## src/rtl/ifetch_pkg.sv

```systemverilog
// Shared types and constants for the instruction-fetch sequencer.
package ifetch_pkg;

  localparam logic [31:0] NOP_INSTR = 32'h0000_0013;

  typedef struct packed {
    logic [31:0] pc;
    logic [31:0] instr;
  } fetch_entry_t;

endpackage

```

## src/rtl/ifetch_ctrl_fetch_fifo.sv

```systemverilog
// Prefetch queue of {pc, instr} entries; flush wins over push and pop.
module fetch_fifo
  import ifetch_pkg::*;
#(
  parameter int unsigned DEPTH = 2
) (
  input  logic                       clk_i,
  input  logic                       rst_i,
  input  logic                       push_i,
  input  logic                       pop_i,
  input  logic                       flush_i,
  input  fetch_entry_t               wdata_i,
  output logic                       full_o,
  output logic                       empty_o,
  output logic [$clog2(DEPTH+1)-1:0] count_o,
  output fetch_entry_t               head_o
);

  localparam int unsigned PtrW = $clog2(DEPTH);
  localparam int unsigned CntW = $clog2(DEPTH + 1);

  fetch_entry_t          mem_q [DEPTH];
  logic [PtrW-1:0]       wr_ptr_q, wr_ptr_d;
  logic [PtrW-1:0]       rd_ptr_q, rd_ptr_d;
  logic [CntW-1:0]       count_q, count_d;
  logic                  do_push, do_pop;

  assign empty_o = (count_q == '0);
  assign full_o  = (count_q == CntW'(DEPTH));
  assign count_o = count_q;
  assign head_o  = mem_q[rd_ptr_q];

  assign do_push = push_i && !flush_i;
  assign do_pop  = pop_i && !flush_i && !empty_o;

  always_comb begin
    wr_ptr_d = wr_ptr_q;
    rd_ptr_d = rd_ptr_q;
    count_d  = count_q;
    if (flush_i) begin
      wr_ptr_d = '0;
      rd_ptr_d = '0;
      count_d  = '0;
    end else begin
      // DEPTH is a power of two, so pointers wrap by overflow.
      if (do_push) wr_ptr_d = wr_ptr_q + PtrW'(1);
      if (do_pop)  rd_ptr_d = rd_ptr_q + PtrW'(1);
      count_d = count_q + CntW'(do_push) - CntW'(do_pop);
    end
  end

  always_ff @(posedge clk_i or posedge rst_i) begin
    if (rst_i) begin
      wr_ptr_q <= '0;
      rd_ptr_q <= '0;
      count_q  <= '0;
    end else begin
      wr_ptr_q <= wr_ptr_d;
      rd_ptr_q <= rd_ptr_d;
      count_q  <= count_d;
    end
  end

  always_ff @(posedge clk_i) begin
    if (do_push) mem_q[wr_ptr_q] <= wdata_i;
  end

endmodule

```

## src/rtl/ifetch_ctrl.sv

```systemverilog
// RV32I fetch sequencer: PC, prefetch queue control, redirects and end-of-memory stop.
// Define IFETCH_PERF_EN to add saturating fetch/stall/flush performance counters.
module ifetch_ctrl
  import ifetch_pkg::*;
#(
  parameter logic [31:0] RESET_PC   = 32'h0000_0000,
  parameter int unsigned DEPTH      = 2,
  parameter int unsigned IMEM_WORDS = 32
) (
  input  logic        clk,
  input  logic        reset,
  output logic [31:0] imem_addr,
  input  logic [31:0] imem_rdata,
  input  logic        redirect_valid,
  input  logic [31:0] redirect_pc,
  input  logic        id_ready,
  output logic        if_valid,
  output logic [31:0] if_instr,
  output logic [31:0] if_pc,
  output logic        pc_oob,
  output logic        misalign_err
`ifdef IFETCH_PERF_EN
  ,
  output logic [31:0] perf_fetch_cnt,
  output logic [31:0] perf_stall_cnt,
  output logic [31:0] perf_flush_cnt
`endif
);

  localparam logic [32:0] PcLimit = 33'(IMEM_WORDS) * 33'd4;
  localparam int unsigned CntW    = $clog2(DEPTH + 1);

  logic [31:0]     pc_q, pc_d;
  logic            pc_oob_q, pc_oob_d;
  logic            misalign_q, misalign_d;
  logic            push, pop, fifo_full, fifo_empty;
  logic [CntW-1:0] unused_fifo_count;
  fetch_entry_t    wr_entry, head;

  assign wr_entry = '{pc: pc_q, instr: imem_rdata};

  fetch_fifo #(
    .DEPTH (DEPTH)
  ) u_fifo (
    .clk_i   (clk),
    .rst_i   (reset),
    .push_i  (push),
    .pop_i   (pop),
    .flush_i (redirect_valid),
    .wdata_i (wr_entry),
    .full_o  (fifo_full),
    .empty_o (fifo_empty),
    .count_o (unused_fifo_count),
    .head_o  (head)
  );

  assign if_valid     = !fifo_empty;
  assign if_instr     = if_valid ? head.instr : NOP_INSTR;
  assign if_pc        = if_valid ? head.pc : 32'h0;
  assign imem_addr    = {pc_q[31:2], 2'b00};
  assign pc_oob       = pc_oob_q;
  assign misalign_err = misalign_q;

  always_comb begin
    pop  = if_valid && id_ready && !redirect_valid;
    // A full queue still accepts a push when the head leaves this cycle.
    push = !redirect_valid && !pc_oob_q && (!fifo_full || pop);
    pc_d = pc_q;
    if (redirect_valid) begin
      pc_d = {redirect_pc[31:2], 2'b00};
    end else if (push) begin
      pc_d = pc_q + 32'd4;
    end
    pc_oob_d   = ({1'b0, pc_d} >= PcLimit);
    misalign_d = redirect_valid && (redirect_pc[1:0] != 2'b00);
  end

  always_ff @(posedge clk or posedge reset) begin
    if (reset) begin
      pc_q       <= RESET_PC;
      pc_oob_q   <= 1'b0;
      misalign_q <= 1'b0;
    end else begin
      pc_q       <= pc_d;
      pc_oob_q   <= pc_oob_d;
      misalign_q <= misalign_d;
    end
  end

`ifdef IFETCH_PERF_EN
  logic [31:0] fetch_cnt_q, fetch_cnt_d;
  logic [31:0] stall_cnt_q, stall_cnt_d;
  logic [31:0] flush_cnt_q, flush_cnt_d;
  logic        stall;

  always_comb begin
    stall       = !redirect_valid && !pc_oob_q && fifo_full && !pop;
    fetch_cnt_d = (push && fetch_cnt_q != '1) ? fetch_cnt_q + 32'd1 : fetch_cnt_q;
    stall_cnt_d = (stall && stall_cnt_q != '1) ? stall_cnt_q + 32'd1 : stall_cnt_q;
    flush_cnt_d = (redirect_valid && flush_cnt_q != '1) ? flush_cnt_q + 32'd1 : flush_cnt_q;
  end

  always_ff @(posedge clk or posedge reset) begin
    if (reset) begin
      fetch_cnt_q <= '0;
      stall_cnt_q <= '0;
      flush_cnt_q <= '0;
    end else begin
      fetch_cnt_q <= fetch_cnt_d;
      stall_cnt_q <= stall_cnt_d;
      flush_cnt_q <= flush_cnt_d;
    end
  end

  assign perf_fetch_cnt = fetch_cnt_q;
  assign perf_stall_cnt = stall_cnt_q;
  assign perf_flush_cnt = flush_cnt_q;
`endif

endmodule

```

## config.mk

```make
export PLATFORM = sky130hd
export DESIGN_NAME = ifetch_ctrl
export DESIGN_NICKNAME = d
export VERILOG_FILES = /design/src/rtl/ifetch_pkg.sv /design/src/rtl/ifetch_ctrl_fetch_fifo.sv /design/src/rtl/ifetch_ctrl.sv
export SDC_FILE = /design/constraint.sdc
export NUM_CORES = 1
export LEC_CHECK = 0
export ABC_AREA = 1
export ABC_CLOCK_PERIOD_IN_PS = 4030
export BUFFER_PORTS_ARGS = -buffer_cell sky130_fd_sc_hd__buf_2
export CORE_MARGIN = 8
export CORE_UTILIZATION = 49
export CTS_CLUSTER_DIAMETER = 120
export DETAILED_ROUTE_END_ITERATION = 16
export GPL_TIMING_DRIVEN = 0
export PLACE_DENSITY = 0.84
export SYNTH_ARGS = -nofsm -noshare
export SYNTH_HDL_FRONTEND = slang
export SYNTH_SLANG_ARGS = --single-unit
```

## constraint.sdc

```tcl
create_clock -name clk -period 4.03 [get_ports clk]
set_input_delay 0.403 -clock clk [delete_from_list [all_inputs] [get_ports clk]]
set_output_delay 0.403 -clock clk [all_outputs]
set_load 0.02 [all_outputs]
```

# Yosys cells after proc, flatten, opt, wreduce, memory -nomap -nowiden
# Memory sizes are Yosys's and may differ from the RTL's.
# Cells that the tools add are included.
dict set report totals {
  register_bits 38
  ramBits 128
  inputBits 68
  out_inout_bits 99
  mem_count 1
}
# memory depth word_bits read_ports rd_clocked_by_memory_dff wr line_no
set mem_list {}
lappend mem_list {u_fifo.mem_q 2 64 1 0 1 ifetch_ctrl_fetch_fifo.sv:22} ;# fetch_entry_t mem_q [DEPTH];
dict set report classes {
  addsub 5
  magnitude_cmp 1
  n_eq_ne 1
  muxes 11
  reduce_logical 17
}
# cell n
set ops {}
lappend ops {{$mux W32} 4}
lappend ops {{$add A32 B3 Y32 const B} 1}
lappend ops {{$ge A32 B8 Y1 const B} 1}
lappend ops {{$logic_and A1 B1 Y1} 8}
lappend ops {{$mux W1} 6}
lappend ops {{$reduce_bool A2 Y1} 3}
lappend ops {{$logic_not A1 Y1} 4}
lappend ops {{$add A1 B1 Y1 const B} 2}
lappend ops {{$add A2 B1 Y2} 1}
lappend ops {{$eq A2 B2 Y1 const B} 1}
lappend ops {{$logic_not A2 Y1} 1}
lappend ops {{$mux W2} 1}
lappend ops {{$sub A2 B1 Y2} 1}
lappend ops {{$logic_or A1 B1 Y1} 1}

# Longest topological paths before layout
# Gate-level depths: netlist of run 1.
dict set report depth {
  depth_word 10
  ltp_mapped 14
  mapped_depth_nobuf 14
}

# By module
# Synthesis of run 1 repeated with hierarchy kept, for this count alone.
dict set report hier_totals {
  cells_unflattened 916
  hier_area_um2 8094.0
}
# module instances cells_per_inst area_each_um2 seq_area_each_um2
set modules_own_cells {}
lappend modules_own_cells {fetch_fifo 1 369 4897.2 3943.8}
lappend modules_own_cells {ifetch_ctrl 1 547 3196.8 850.8}

# Worst setup path after synthesis of run 1
# OpenSTA, ideal clock, no wires.
dict set report synth_path {
  path_type {in2reg}
  start {input port redirect_valid}
  end {memory u_fifo.mem_q[0][0] in the netlist's numbering (enable)}
  arrival_time_ns 3.601
  required_ns 3.543
  path_slack_ns -0.059
  path_stages 5
  path_buffers 2
  path_cell_list {buf_6 nor2_8 nand2_8 buf_6 nor2_1}
}
dict set report synth_via {
  elab_chain_cells 7
  elab_cells_between_ends 8
  classes_between {mux: 2; reduce/logical: 6}
}
# item line_no
set synth_rtl {}
lappend synth_rtl {{from (decl)} ifetch_ctrl.sv:14} ;# input logic redirect_valid,
lappend synth_rtl {{$logic_not A1 Y1 (*)} {ifetch_ctrl_fetch_fifo.sv:33, ifetch_ctrl.sv:65, ifetch_ctrl.sv:67}}
lappend synth_rtl {{$logic_and A1 B1 Y1} ifetch_ctrl.sv:65} ;# pop = if_valid && id_ready && !redirect_valid;
lappend synth_rtl {{$logic_or A1 B1 Y1} ifetch_ctrl.sv:67} ;# push = !redirect_valid && !pc_oob_q && (!fifo_full || pop);
lappend synth_rtl {{$logic_and A1 B1 Y1} ifetch_ctrl.sv:67}
lappend synth_rtl {{$logic_and A1 B1 Y1 (*)} ifetch_ctrl_fetch_fifo.sv:33} ;# assign do_push = push_i && !flush_i;
lappend synth_rtl {{$mux W1 (*)} ifetch_ctrl_fetch_fifo.sv:65} ;# if (do_push) mem_q[wr_ptr_q] <= wdata_i;
lappend synth_rtl {{$mux W1 (not written as such) (*)} ifetch_ctrl_fetch_fifo.sv:65}
lappend synth_rtl {{to (decl)} ifetch_ctrl_fetch_fifo.sv:22}
# Mark *: on every way between the ends. The rest lies on a longest branch, timed or not.

# Worst setup path after layout of run 1
dict set report layout_path {
  start {register u_fifo.rd_ptr_q}
  end {output port if_pc[18]}
}
dict set report layout_via {
  elab_chain_cells 2
}
# item line_no
set layout_rtl {}
lappend layout_rtl {{from (decl)} ifetch_ctrl_fetch_fifo.sv:24} ;# logic [PtrW-1:0] rd_ptr_q, rd_ptr_d;
lappend layout_rtl {{from (signal assigned)} ifetch_ctrl_fetch_fifo.sv:59} ;# rd_ptr_q <= rd_ptr_d;
lappend layout_rtl {{$mem_v2 Z2 W64} --}
lappend layout_rtl {{$mux W32} ifetch_ctrl.sv:59} ;# assign if_pc = if_valid ? head.pc : 32'h0;
lappend layout_rtl {{to (decl)} ifetch_ctrl.sv:19} ;# output logic [31:0] if_pc,
# No other way between the ends.

==> results of run 1 <==
metrics by stage:
step | instances | utilization
4_1_cts | 1199 | 0.6125
6_report | 1199 | 0.6125
3_5_place_dp | 1167 | 0.5715
5_1_grt | 1199 | 0.6125
3_3_place_gp | 1163 | 0.5649
2_1_floorplan | 784 | -
layout make-up:
| type | count | share of cell area |
|---|---|---|
| Sequential cell | 166 | 0.5001 |
| Multi-Input combinational cell | 490 | 0.2440 |
| Timing Repair Buffer | 167 | 0.09422 |
| Clock buffer | 17 | 0.04437 |
| Buffer | 62 | 0.04072 |
| Tap cell | 216 | 0.02819 |
| Inverter | 66 | 0.02584 |
| Clock inverter | 15 | 0.02258 |
how the worst max path moves through the flow:
| stage | startpoint | end | slack [ps] |
|---|---|---|---|
| finish | u_fifo.rd_ptr_q | if_pc[18] | 1220 |
| global route | u_fifo.rd_ptr_q | if_pc[18] | 1040 |
| CTS | u_fifo.rd_ptr_q | if_pc[18] | 1180 |
| detailed placement | u_fifo.rd_ptr_q | if_pc[18] | 1640 |
| global placement | redirect_valid | u_fifo.mem_q[0][17] | -1550 |
| floorplan | redirect_valid | u_fifo.mem_q[0][0] | -60 |
registers in the layout (all words and copies together) (netlist names):
signal	count
u_fifo.wr_ptr_q	1
misalign_err	1
u_fifo.count_o	2
pc_oob	1
pc_q	32
u_fifo.mem_q	128
u_fifo.rd_ptr_q	1
power by group:
part	total, uW	internal (uW)	switching, uW
combinational	285	119	166
clock	1740	1050	688
sequential	1940	1880	64.8
total	3970	3050	919
critical path: stages, from the launching register on:
cell and delay, ps:
dfrtp_1 390, inv_1 70, clkbuf_1 450, buf_1 500, nand2_1 100, a21oi_1 260
buf_2 220
kinds of logic after synthesis:
| group | after synthesis |
|---|---|
| buffers and inverters | 128 |
| AND/OR/NAND/NOR | 405 |
| other | 1 |
| flip-flops | 166 |
| XOR/XNOR | 6 |
| adder cells (fa/ha/maj) | 3 |
| AO/OA/AOI/OAI | 74 |
synthesized netlist by cell type, types with 6 or more instances:
| cell | instances |
|---|---|
| a21oi_1 | 61 |
| buf_1 | 7 |
| buf_4 | 32 |
| clkbuf_1 | 16 |
| dfrtp_1 | 38 |
| edfxtp_1 | 128 |
| inv_1 | 65 |
| nand2_1 | 259 |
| nand2_2 | 7 |
| nand3_1 | 45 |
| nand3_2 | 9 |
| nand4_1 | 7 |
| nor2_1 | 44 |
| nor2_4 | 6 |
| o21ai_0 | 8 |
| or2_2 | 11 |
per-layer routing:
layer  part of all wire  vias up  GRT usage
met5                  0        -          0
met3              0.066       18    0.04738
met4             0.0097        0    0.06501
met2               0.52      230     0.3493
met1               0.40     2828     0.2332
li1                   -     2924          -
cells in the final DEF (no fill, tap or decap), types with 17 or more instances in the layout:
cell / instances
nand2_1: 259
buf_2: 166
edfxtp_1: 128
inv_1: 64
a21oi_1: 61
nand3_1: 45
nor2_1: 42
dfrtp_1: 38
buf_4: 32
clkbuf_16: 17
==> flow_metrics.env, run 1 <==
export IMPL_final_setup_tns_ps=0
export IMPL_design_area_sq_um=9588
export IMPL_slew_headroom=0.4630
export IMPL_muxShareOfSynthArea=0
export IMPL_antenna_found_initial=0
export IMPL_gp_congestion=0.9077
export IMPL_grt_pass1_wl_um=30580
export IMPL_cts_max_level=4
export IMPL_dp_slack_ps=1639
export IMPL_core_area_sq_um=15660
export IMPL_path_class="flip-flop to output port"
export IMPL_avgSynthCellArea_sq_um=9.903
export IMPL_grt_max_degree=39
export IMPL_hold_ws_ps=120.2
export IMPL_period_needed_ps=2809
export IMPL_die_area_sq_um=20100
export IMPL_worstMarginPinSlew_ps=804.3
export IMPL_cap_violations=0
export IMPL_fin_worst_skew_ps=16.60
export IMPL_synthFlopType="edfxtp_1"
export IMPL_syn_inst=783
export IMPL_first_pass_iters=6
export IMPL_power_density_nw_per_um2=414.0
export IMPL_num_rows=46
export IMPL_start_kind="flip-flop"
export IMPL_max_freq_ghz=0.3560
export IMPL_clock_sinks=166
export IMPL_hold_viol=0
export IMPL_grt_pass1_vias=5897
export IMPL_finalMaxSlewViolations=0
export IMPL_hpwl_um=14290
export IMPL_ctsHoldBuffers=0
export IMPL_async_reset_ff_frac=0.2289
export IMPL_synth_top_family_by_area="simple AND/OR/NAND/NOR gates"
export IMPL_regArea_sq_um=4795
export IMPL_synth_area_top_cells="edfxtp_1 (50%), nand2_1 (13%), dfrtp_1 (12%)"
export IMPL_n_fill_cell=1290
export IMPL_yosysTopAreaCellShare=0.4957
export IMPL_rr_worst_depth=13
export IMPL_overflow=0
export IMPL_synthAdderAreaFrac=0.004841
export IMPL_yosysWarningCount=0
export IMPL_synthXorXnorAreaFrac=0.006777
export IMPL_num_nets_final=1041
export IMPL_drc_errors=0
export IMPL_wl_um=19610
export IMPL_portBuffers=163
export IMPL_ant_nets=0
export IMPL_io_pins=167
export IMPL_path_max_fanout=10
export IMPL_required_ps=3630
export IMPL_via_per_inst=5.004
export IMPL_r2r_start="pc_q[2]"
export IMPL_cp_end_kind="output port"
export IMPL_drtIter0Drc=446
export IMPL_layout_drive_gt1_share=0.2920
export IMPL_netlist_area_sq_um=7754
export IMPL_ys_ff_latch=166
export IMPL_rrSetupSlack_ps=1980
export IMPL_initial_utilization=0.4953
export IMPL_synth_edf_count=128
export IMPL_root_buffer="clkbuf_16"
export IMPL_diodes=0
export IMPL_setup_violations=0
export IMPL_r2r_end="pc_oob"
export IMPL_wl_per_cell_um=16.36
export IMPL_rsz0062_at_grt="no"
export IMPL_multi_input_area_sq_um=2340
export IMPL_finalCritPeriodShare=0.6970
export IMPL_p_leak_uw=0.004293
export IMPL_numCtsBuffers=17
export IMPL_status="finished clean"
export IMPL_vias=6000
export IMPL_die_x_um=141.8
export IMPL_syn2layout_area_growth_pct=23.66
export IMPL_yosys_area_top_type="edfxtp_1"
export IMPL_cts_tree="yes"
export IMPL_synth_compound_area_frac=0.04857
export IMPL_die_y_um=141.8
export IMPL_cts_setup_buffers=0
export IMPL_synthSimpleGateAreaFrac=0.2387
export IMPL_insertion_delay_ps=430
export IMPL_grt_usage=0.1982
export IMPL_ctsResizeCount=0
export IMPL_finalWorstSetupSlack_ps=1221
export IMPL_placed_cell_area_sq_um=8946
export IMPL_clockBufferDepth=2
export IMPL_min_path_type="input pin to asynchronous set/reset pin"
export IMPL_fin_total_pwr_uw=3970
export IMPL_clkTransAtPathRegs_ps=70
export IMPL_worst_endpoint_arrival_ps=2410
export IMPL_synth_cell_types=34
export IMPL_synth_seq_area_share=0.6184
export IMPL_irDropWorstVdd_mv=0.3114
(Power assumes the default switching activity.)
==> inputs of run 2 (changes only) <==
--- a/config.mk
+++ b/config.mk
@@ -6,7 +6,7 @@
 export NUM_CORES = 1
 export LEC_CHECK = 0
 export ABC_AREA = 1
-export ABC_CLOCK_PERIOD_IN_PS = 4030
+export ABC_CLOCK_PERIOD_IN_PS = 2540
 export BUFFER_PORTS_ARGS = -buffer_cell sky130_fd_sc_hd__buf_2
 export CORE_MARGIN = 8
 export CORE_UTILIZATION = 49
==> constraint.sdc (replaced) <==
create_clock -name clk -period 2.54 [get_ports clk]
set_input_delay 0.254 -clock clk [delete_from_list [all_inputs] [get_ports clk]]
set_output_delay 0.254 -clock clk [all_outputs]
set_load 0.02 [all_outputs]
==> run 2 against run 1 <==
The run now ends with hold timing left; global-route usage fell by 0.092 points; die area unchanged; critical path depth is 2 lower; hold slack lost 130 ps; first-iteration DRC count fell by 0.90%; final area fell by 0.27%; critical endpoint is now if_pc[15]; total power up 52%; cell count up 0.25%; wire length shrank 0.10%.
==> flow_metrics.env, run 2 (same netlist as run 1, synthesis figures left out) <==
export IMPL_p_int_uw=4628
export IMPL_via_per_inst=5.005
export IMPL_core_area_sq_um=15660
export IMPL_p_sw_uw=1412
export IMPL_finalCritPeriodShare=0.9349
export IMPL_cts_max_level=4
export IMPL_cts_tree="yes"
export IMPL_path_max_fanout=10
export IMPL_overflow=0
export IMPL_violations="hold timing"
export IMPL_die_y_um=141.8
export IMPL_period_needed_ps=2375
export IMPL_root_buffer="clkbuf_16"
export IMPL_path_class="flip-flop to output port"
export IMPL_n_fill_cell=1303
export IMPL_die_area_sq_um=20100
export IMPL_fin_worst_skew_ps=7.503
export IMPL_layout_common_cells="nand2_1 (259), buf_2 (167), edfxtp_1 (128)"
export IMPL_cap_violations=0
export IMPL_max_freq_ghz=0.4211
export IMPL_io_pins=167
export IMPL_num_nets_final=1044
export IMPL_required_ps=2290
export IMPL_portBuffers=163
export IMPL_power_frac_comb=0.077
export IMPL_num_rows=46
export IMPL_stdcell_count=1202
export IMPL_final_common_cell="nand2_1"
export IMPL_layout_drive_gt1_share=0.2961
export IMPL_grt_max_degree=39
export IMPL_worst_endpoint_arrival_ps=2120
export IMPL_clock_sinks=166
export IMPL_largest_register_ffs=128
export IMPL_syn2layout_area_growth_pct=23.32
export IMPL_die_x_um=141.8
export IMPL_first_pass_iters=5
export IMPL_rsz0062_at_grt="no"
export IMPL_clockBufferDepth=2
export IMPL_cp_end_kind="output port"
export IMPL_gp_congestion=0.8938
export IMPL_status="finished with violations"
export IMPL_rrSetupSlack_ps=260
export IMPL_hold_ws_ps=-5.621
export IMPL_hpwl_um=14320
export IMPL_max_flop_register="u_fifo.mem_q"
export IMPL_setup_violations=0
export IMPL_numCtsBuffers=17
export IMPL_worstMarginPinSlew_ps=1015
export IMPL_p_leak_uw=0.004292
export IMPL_irDropWorstVdd_mv=0.4504
export IMPL_hold_viol=10
export IMPL_clkTransAtPathRegs_ps=70
export IMPL_diodes=0
export IMPL_grt_pass1_wl_um=30620
export IMPL_swShare=0.2337
export IMPL_clkPwrFrac=0.413
export IMPL_drc_errors=0
export IMPL_power_density_nw_per_um2=631.6
export IMPL_ant_nets=0
export IMPL_min_path_type="input pin to asynchronous set/reset pin"
export IMPL_dp_slack_ps=227.9
export IMPL_placed_cells=1166
export IMPL_insertion_delay_ps=420
export IMPL_critPathLaunch="u_fifo.count_o[1]"
export IMPL_power_frac_seq=0.510
export IMPL_start_kind="flip-flop"
export IMPL_initial_utilization=0.4953
export IMPL_vias=6016
export IMPL_r2r_start="u_fifo.count_o[0]"
export IMPL_finalMaxSlewViolations=0
export IMPL_finalWorstSetupSlack_ps=165.3
export IMPL_grt_pass1_vias=6103
export IMPL_wl_per_cell_um=16.30
export IMPL_wl_um=19590
export IMPL_antenna_found_initial=0
export IMPL_slew_headroom=0.3216
export IMPL_drtIter0Drc=442
export IMPL_grt_usage=0.1973
[run 2: cell types whose count changed in the layout (fill, tap and decap cells not counted), sizes merged]
cell / delta
buf: -3
bufinv: -2
clkinvlp: +1
clkinv: +3
clkbuf: +1
inv: -2
dlygate4sd3: +5
[run 2: final cells by class]
cell class              instances  area, sq um  area share
plain buffers                  61        392.9     0.04109
clock buffers                  17        425.4     0.04449
clock inverters                15        155.1     0.01623
inverters                      66        247.7     0.02591
multi-input cells             490         2342      0.2450
flip-flops and latches        166         4795      0.5014
well taps                     216        270.3     0.02826
repair buffers                171        933.4     0.09762
[run 2: power by group through the flow]
stage | clock, uW | combinational (uW) | sequential [uW]
final | 2490 | 464 | 3080
after global routing | 2650 | 508 | 3090
after CTS | 2540 | 463 | 3080
after detailed placement | 0 | 457 | 3140
after global placement | 0 | 444 | 3130
after floorplan | 0 | 304 | 3100
[run 2: worst max-delay path: stages, from the launching register on]
cell and delay, ps:
dfrtp_1 430, nor2_2 420, clkbuf_1 470, a21oi_1 170, buf_2 210
[run 2: final timing paths]
check	end	cells after the start
hold / removal	pc_q[8]	2
hold reg to reg	u_fifo.mem_q[1][33]	0
setup reg to reg	u_fifo.mem_q[1][9]	6
setup / recovery	if_pc[15]	4
max in group asynchronous	pc_q[31]	2
min in group clk	u_fifo.mem_q[0][17]	1
[run 2: stage by stage]
step           instance area [sq um]  TNS (ps)  hold WS (ps)  total power, uW  utilization
2_1_floorplan                   7762    -54230         352.9             3401            -
3_3_place_gp                    8848   -156780         442.0             3578       0.5652
3_5_place_dp                    8926         0         445.8             3593       0.5702
4_1_cts                         9542         0       0.04877             6080       0.6095
5_1_grt                         9562         0         2.982             6250       0.6108
6_report                        9562         0        -5.621             6039       0.6108
[run 2: timing repair]
action / 4_1_cts / 5_1_grt
endpoints found under the setup margin: 10 / 47
buffers inserted: 0 / 0
resized for setup: 3 / 4
hold buffers: 3 / 2
pin swaps: 0 / 0
endpoints found under the hold margin: 6 / 3
[run 2: per-layer routing]
metal  GRT usage  vias up  wire length (um)
li1            -     2925                 -
met1      0.2241     2814              7923
met2      0.3498      245              9914
met3     0.04671       32              1323
met4     0.08197        0               430
met5           0        -                 0
